`src/rtl/beam_scaler_pkg.sv`:
```
// Shared widths, types and helpers for the per-beam trigger rate scaler.
package beam_scaler_pkg;

  localparam int unsigned NBEAMS_DEF    = 46;
  localparam int unsigned CNTBITS_DEF   = 16;
  localparam int unsigned GATE_BITS_DEF = 32;
  localparam int unsigned SEQ_BITS      = 8;

  typedef logic [CNTBITS_DEF-1:0]   count_t;
  typedef logic [GATE_BITS_DEF-1:0] gate_t;
  typedef logic [SEQ_BITS-1:0]      seq_t;

  function automatic int unsigned idx_bits(input int unsigned n);
    return (n > 1) ? $clog2(n) : 1;
  endfunction

  // Width-generic saturating increment (w <= 32); v is zero-extended by the caller.
  function automatic logic [31:0] sat_inc(input logic [31:0] v, input logic inc,
                                          input int unsigned w);
    logic [31:0] max_v;
    max_v = (w >= 32) ? '1 : ((32'd1 << w) - 32'd1);
    return (inc && (v != max_v)) ? v + 32'd1 : v;
  endfunction

endpackage

```
`src/rtl/beam_scaler_cell.sv`:
```
// One beam: rising-edge detect, saturating live count and snapshot register.
module beam_scaler_cell
  import beam_scaler_pkg::*;
#(
  parameter int unsigned CNTBITS = CNTBITS_DEF
) (
  input  logic               clk_i,
  input  logic               rst_i,
  input  logic               trigger_i,
  input  logic               clear_i,
  input  logic               snap_i,
  output logic [CNTBITS-1:0] snapshot_o
);

  logic               trig_q;
  logic               event_w;
  logic [CNTBITS-1:0] live;
  logic [CNTBITS-1:0] live_inc;

  always_comb begin
    event_w  = trigger_i & ~trig_q;
    live_inc = CNTBITS'(sat_inc(32'(live), event_w, CNTBITS));
  end

  // History resets high so a trigger held through reset release is not an edge.
  always_ff @(posedge clk_i) begin
    if (rst_i) begin
      trig_q     <= 1'b1;
      live       <= '0;
      snapshot_o <= '0;
    end else begin
      trig_q <= trigger_i;
      if (clear_i) begin
        live <= '0;
      end else if (snap_i) begin
        snapshot_o <= live_inc;
        live       <= '0;
      end else begin
        live <= live_inc;
      end
    end
  end

endmodule

```
`src/rtl/beam_trigger_scaler.sv`:
```
// Per-beam trigger rate scaler: gate timer, snapshot sequencing and pipelined indexed read port.
module beam_trigger_scaler
  import beam_scaler_pkg::*;
#(
  parameter  int unsigned NBEAMS       = NBEAMS_DEF,
  parameter  int unsigned CNTBITS      = CNTBITS_DEF,
  parameter  int unsigned GATE_BITS    = GATE_BITS_DEF,
  parameter  int unsigned GATE_DEFAULT = 1000,
  localparam int unsigned IDX_BITS     = idx_bits(NBEAMS)
) (
  input  logic                 clk_i,
  input  logic                 rst_i,
  input  logic [NBEAMS-1:0]    trigger_i,
  input  logic [GATE_BITS-1:0] gate_len_i,
  input  logic                 gate_len_wr_i,
  input  logic [IDX_BITS-1:0]  scal_idx_i,
  input  logic                 scal_rd_i,
  output logic [CNTBITS-1:0]   scal_dat_o,
  output logic                 scal_valid_o,
  output logic                 window_done_o,
  output seq_t                 seq_o
);

  logic [GATE_BITS-1:0] gate_len;
  logic [GATE_BITS-1:0] timer;
  logic                 terminal;
  logic                 snap_now;

  logic [CNTBITS-1:0]   snap_arr [NBEAMS];
  logic [IDX_BITS-1:0]  idx_q;
  logic                 rd_q;
  logic [CNTBITS-1:0]   rd_mux;

  // A gate length write discards a coincident window close.
  always_comb begin
    terminal = (gate_len != '0) && (timer == gate_len - GATE_BITS'(1));
    snap_now = terminal & ~gate_len_wr_i;
  end

  always_ff @(posedge clk_i) begin
    if (rst_i) begin
      gate_len      <= GATE_BITS'(GATE_DEFAULT);
      timer         <= '0;
      seq_o         <= '0;
      window_done_o <= 1'b0;
    end else begin
      window_done_o <= 1'b0;
      if (gate_len_wr_i) begin
        gate_len <= gate_len_i;
        timer    <= '0;
      end else if (terminal) begin
        timer         <= '0;
        seq_o         <= seq_o + seq_t'(1);
        window_done_o <= 1'b1;
      end else if (gate_len != '0) begin
        timer <= timer + GATE_BITS'(1);
      end
    end
  end

  for (genvar b = 0; b < NBEAMS; b++) begin : g_cell
    beam_scaler_cell #(
      .CNTBITS (CNTBITS)
    ) u_cell (
      .clk_i      (clk_i),
      .rst_i      (rst_i),
      .trigger_i  (trigger_i[b]),
      .clear_i    (gate_len_wr_i),
      .snap_i     (snap_now),
      .snapshot_o (snap_arr[b])
    );
  end

  // Out-of-range indices match no beam and read back as zero.
  always_comb begin
    rd_mux = '0;
    for (int unsigned b = 0; b < NBEAMS; b++) begin
      if (idx_q == IDX_BITS'(b)) rd_mux = snap_arr[b];
    end
  end

  always_ff @(posedge clk_i) begin
    if (rst_i) begin
      idx_q        <= '0;
      rd_q         <= 1'b0;
      scal_dat_o   <= '0;
      scal_valid_o <= 1'b0;
    end else begin
      idx_q        <= scal_idx_i;
      rd_q         <= scal_rd_i;
      scal_valid_o <= rd_q;
      if (rd_q) scal_dat_o <= rd_mux;
    end
  end

endmodule

```
`config.mk`:
```
export PLATFORM = sky130hd
export DESIGN_NAME = beam_trigger_scaler
export DESIGN_NICKNAME = d
export VERILOG_FILES = /design/src/rtl/beam_scaler_pkg.sv /design/src/rtl/beam_scaler_cell.sv /design/src/rtl/beam_trigger_scaler.sv
export SDC_FILE = /design/constraint.sdc
export NUM_CORES = 2
export LEC_CHECK = 0
export ABC_AREA = 1
export BUFFER_PORTS_ARGS = -buffer_cell sky130_fd_sc_hd__buf_4
export CAP_MARGIN = 10
export CORE_ASPECT_RATIO = 0.6
export CORE_MARGIN = 8
export CORE_UTILIZATION = 57
export DETAILED_ROUTE_END_ITERATION = 16
export PLACE_DENSITY = 0.76
export SKIP_LAST_GASP = 1
export SYNTH_ARGS = -nofsm -noshare
export SYNTH_HDL_FRONTEND = slang
export SYNTH_SLANG_ARGS = --single-unit
```
`constraint.sdc`:
```
create_clock -name clk_i -period 3.7 [get_ports clk_i]
set_clock_uncertainty 0.2 [all_clocks]
set_input_delay 0.37 -clock clk_i [delete_from_list [all_inputs] [get_ports clk_i]]
set_output_delay 0.37 -clock clk_i [all_outputs]
set_load 0.02 [all_outputs]
```
==> metrics.md <==
| Metric | Value |
|---|---|
| Most used DFF post-synth | dfxtp_1 |
| Crit-path most repeated cell | nand4_1 |
| Vias per cell | 5.75 |
| Area growth syn-to-layout | 24.9% |
| Pre-antenna DRT Iters | 6 |
| CP bufs+invs | 5 |
| Die Y-Extent | 288 um |
| Largest net degree at the start of global routing | 137 |
| Die X | 470 um |
| Yosys Warn Count | 0 |
| WP depth | 32 |
| Design Power | 35.5 mW |
| Post-Synthesis Cells | 9139 |
| FP Rows | 100 |
| Gr ovfl total | 0 |
| Synth top area share | 45.9% |
| Fin area | 88000 um^2 |
| Fin. max-slew vios | 0 |
| EDFF count, synth | 0 |
| Failing checks | setup timing |
| Status | complete, but fails checks |
| I/O Pins | 114 |
| Setup ws final | -1.49 ns |
| Post-Route WL | 233 mm |
| Vias | 66.0k |
| Initial antenna violation count | 6 |
| PortBufs | 113 |
| FMAX | 193 MHz |
| Sequential cell area fraction in the yosys report | 45.9% |
| First-pass GRT wire length | 337 mm |
| 1st-iter DRT viols | 8905 |
| Compound-Gate Fraction of Synth Area | 11.0% |
| Multiplexer area fraction after synthesis | 0.653% |
| Simple-gate portion of the synthesized area | 23.6% |
| Top cells by area, synth | dfxtp_1 (46%), nor2_1 (9.4%), xor2_1 (7.0%) |
| CP Data Required Time | 4.14 ns |
| Worst Setup End Kind | flip-flop |
| Starting density of the core | 57.1% |
| Relative slew slack | 28.2% |
| Cell area after synthesis | 70500 um^2 |
| Final core occ | 71.3% |
| Max VDD drop | 505 uV |
| Final hold slack | 0.113 ns |
| Power per standard cell area | 404 nW/um^2 |
| Drt drc | 0 |
| Max_cap viols | 0 |
| Ys async rst share | 0% |
| Netlist cell types | 43 |
| Leading area contributor after synthesis | dfxtp_1 |
| Synth Area per Inst | 7.71 um^2 |
| Unrepaired setup endpoints after global routing | true |
| Worst reg2reg path depth | 32 |
| Crit path max-delay cell type | dfxtp_4 |
| Hold WC Path Type | in2reg |
| Min Tclk post-route | 5.19 ns |
| Ant. Diodes | 0 |
| Crit-path max FO | 6 |
| Clock Path Buffers | 3 |
| GPL Wtd Cong | 0.963 |
| TritonCTS Buffers | 147 |
| Clock-pin slew on the worst setup and hold paths | 0.07 ns |
| Clock latency on the worst-skew pair | 0.79 ns |
| Total Routing Usage GR | 30.8% |
| Flops & latches, synth | 1615 |
| H-tree Lvls | 4 |
| Syn Nets | 9276 |
| Adder-Cell Fraction of Synth Area | 0.870% |
| Cell Area, Placed | 75100 um^2 |
| Critical Path Max Stage Delay | 0.38 ns |
| Core area | 123000 um^2 |
| Post-Synth XOR/XNOR Area | 9.27% |
| Setup TNS | -1454.31 ns |
| Layout cells sized above 1 | 16.6% |
| Fin crit share | 140% |
| Hold depth | 4 |
| Final Net Count | 9878 |
| HPWL after DPL | 152 mm |
| Detail Route Antenna Nets | 0 |
| CP Launch Type | flip-flop |
| CP top delay family | simple AND/OR/NAND/NOR gates |
| Clk sinks | 1615 |
| Crit Path Class | reg2reg |
| Clock root buffer | clkbuf_16 |
| Per-cell routed wire length | 20.3 um |
| TritonCTS clock tree | done |
| Pin slew with the least headroom to its limit | 1.07 ns |
| Data arrival, critical path | 5.63 ns |
| Largest family of logic cells by synthesized area | simple AND/OR/NAND/NOR gates |
| Vias in the first global route | 59.4k |
| Die ar. | 136000 um^2 |
| Final Hold Viols | 0 |
| Final setup viols | 1529 |
| Total leakage power | 33.1 nW |
## final timing paths
kind,from,endpoint,slack (ns)
worst max-delay path,idx_q[0],scal_dat_o[1],-1.49
worst max register to register,idx_q[0],scal_dat_o[1],-1.49
worst min-delay path,trigger_i[13],g_cell[13].u_cell.trig_q,0.11
worst min register to register,g_cell[13].u_cell.snapshot_o[13],g_cell[13].u_cell.snapshot_o[13],0.26
## registers in the layout (all words and copies together), names as in the netlist
register	count
g_cell.u_cell.trig_q	46
g_cell.u_cell.live	736
gate_len	32
rd_q	1
scal_dat_o	16
idx_q	6
timer	32
seq_o	8
scal_valid_o	1
g_cell.u_cell.snapshot_o	736
window_done_o	1
## synthesized netlist by cell type (111+ instances only)
| cell | count |
|---|---|
| inv_1 | 1076 |
| a21oi_1 | 489 |
| a211oi_1 | 321 |
| buf_2 | 185 |
| nand2_1 | 1093 |
| xor2_1 | 561 |
| nand4_1 | 320 |
| nor2_1 | 1762 |
| dfxtp_1 | 1615 |
| xnor2_1 | 185 |
| nor3_1 | 138 |
| o21ai_0 | 440 |
| nand3_1 | 361 |
| clkbuf_1 | 155 |
| or2_2 | 111 |
## power by group
| part | internal [mW] | switching [mW] | total, mW |
|---|---|---|---|
| Sequential | 17.4 | 0.0567 | 17.5 |
| Clock | 9.42 | 7.07 | 16.5 |
| Combinational | 0.576 | 0.948 | 1.52 |
## cells in the final DEF, fill, tap and decap left out, types with 154 or more instances in the layout
cell type	Yosys	final
a211oi_1	321	211
nand4_1	320	320
nor2_1	1762	1650
a211oi_2	47	154
xor2_1	561	559
nand2_1	1093	1039
dfxtp_1	1615	1606
o21ai_0	440	323
clkbuf_16	0	206
nand3_1	361	343
xnor2_1	185	184
inv_1	1076	1065
a21oi_1	489	423
buf_4	35	481
## per-layer routing
layer | wire length, um | vias up | track usage [%] | part of all wire [%]
li1 | - | 30700 | - | -
met1 | 103000 | 31300 | 47.2 | 44
met2 | 94100 | 3579 | 42.6 | 40
met3 | 30200 | 429 | 8.41 | 13
met4 | 5320 | 6 | 7.17 | 2.3
met5 | 41 | - | 0 | 0.018
## area by class of cell
cell class / count / area, um^2
fillers: 8958 / 35400
multi-input cells: 6039 / 34300
flip-flops and latches: 1615 / 32300
repair buffers: 858 / 10100
clock buffers: 206 / 4300
inverters: 1080 / 4070
well taps: 1632 / 2040
clock inverters: 57 / 838
## worst register-to-register path, delay by kind of cell (launching register included)
family | cells | cell delay, ns
compound gates | 1 | 0.06
buf+inv | 5 | 0.52
flops | 1 | 0.38
simple gates | 26 | 3.86
## cell families after synthesis
logic type	count (synthesis)
AOI/OAI and AO/OA	1314
xor gates and xnor gates	746
and+or+nand+nor	3884
adders and majority gates	49
muxes	46
buffers and inverters	1485
DFF	1615
## per-stage QoR
step	std cells	setup slack [ns]
5_1_grt	11500	-1.58
3_3_place_gp	10900	-1.91
2_1_floorplan	9139	-0.166
4_1_cts	11400	-1.31
6_report	11500	-1.49
3_5_place_dp	10900	-1.87
## timing repair
| item | 4_1_cts | 5_1_grt |
|---|---|---|
| setup buffers | 78 | 76 |
| hold buffers | 124 | 0 |
| endpoints found under the hold margin | 198 | 0 |
| gates cloned | 31 | 68 |
| pin swaps | 119 | 114 |
| setup endpoints to repair | 1529 | 1529 |
| gates resized for setup | 272 | 607 |
Note: power is estimated with default switching activity, not from simulation.
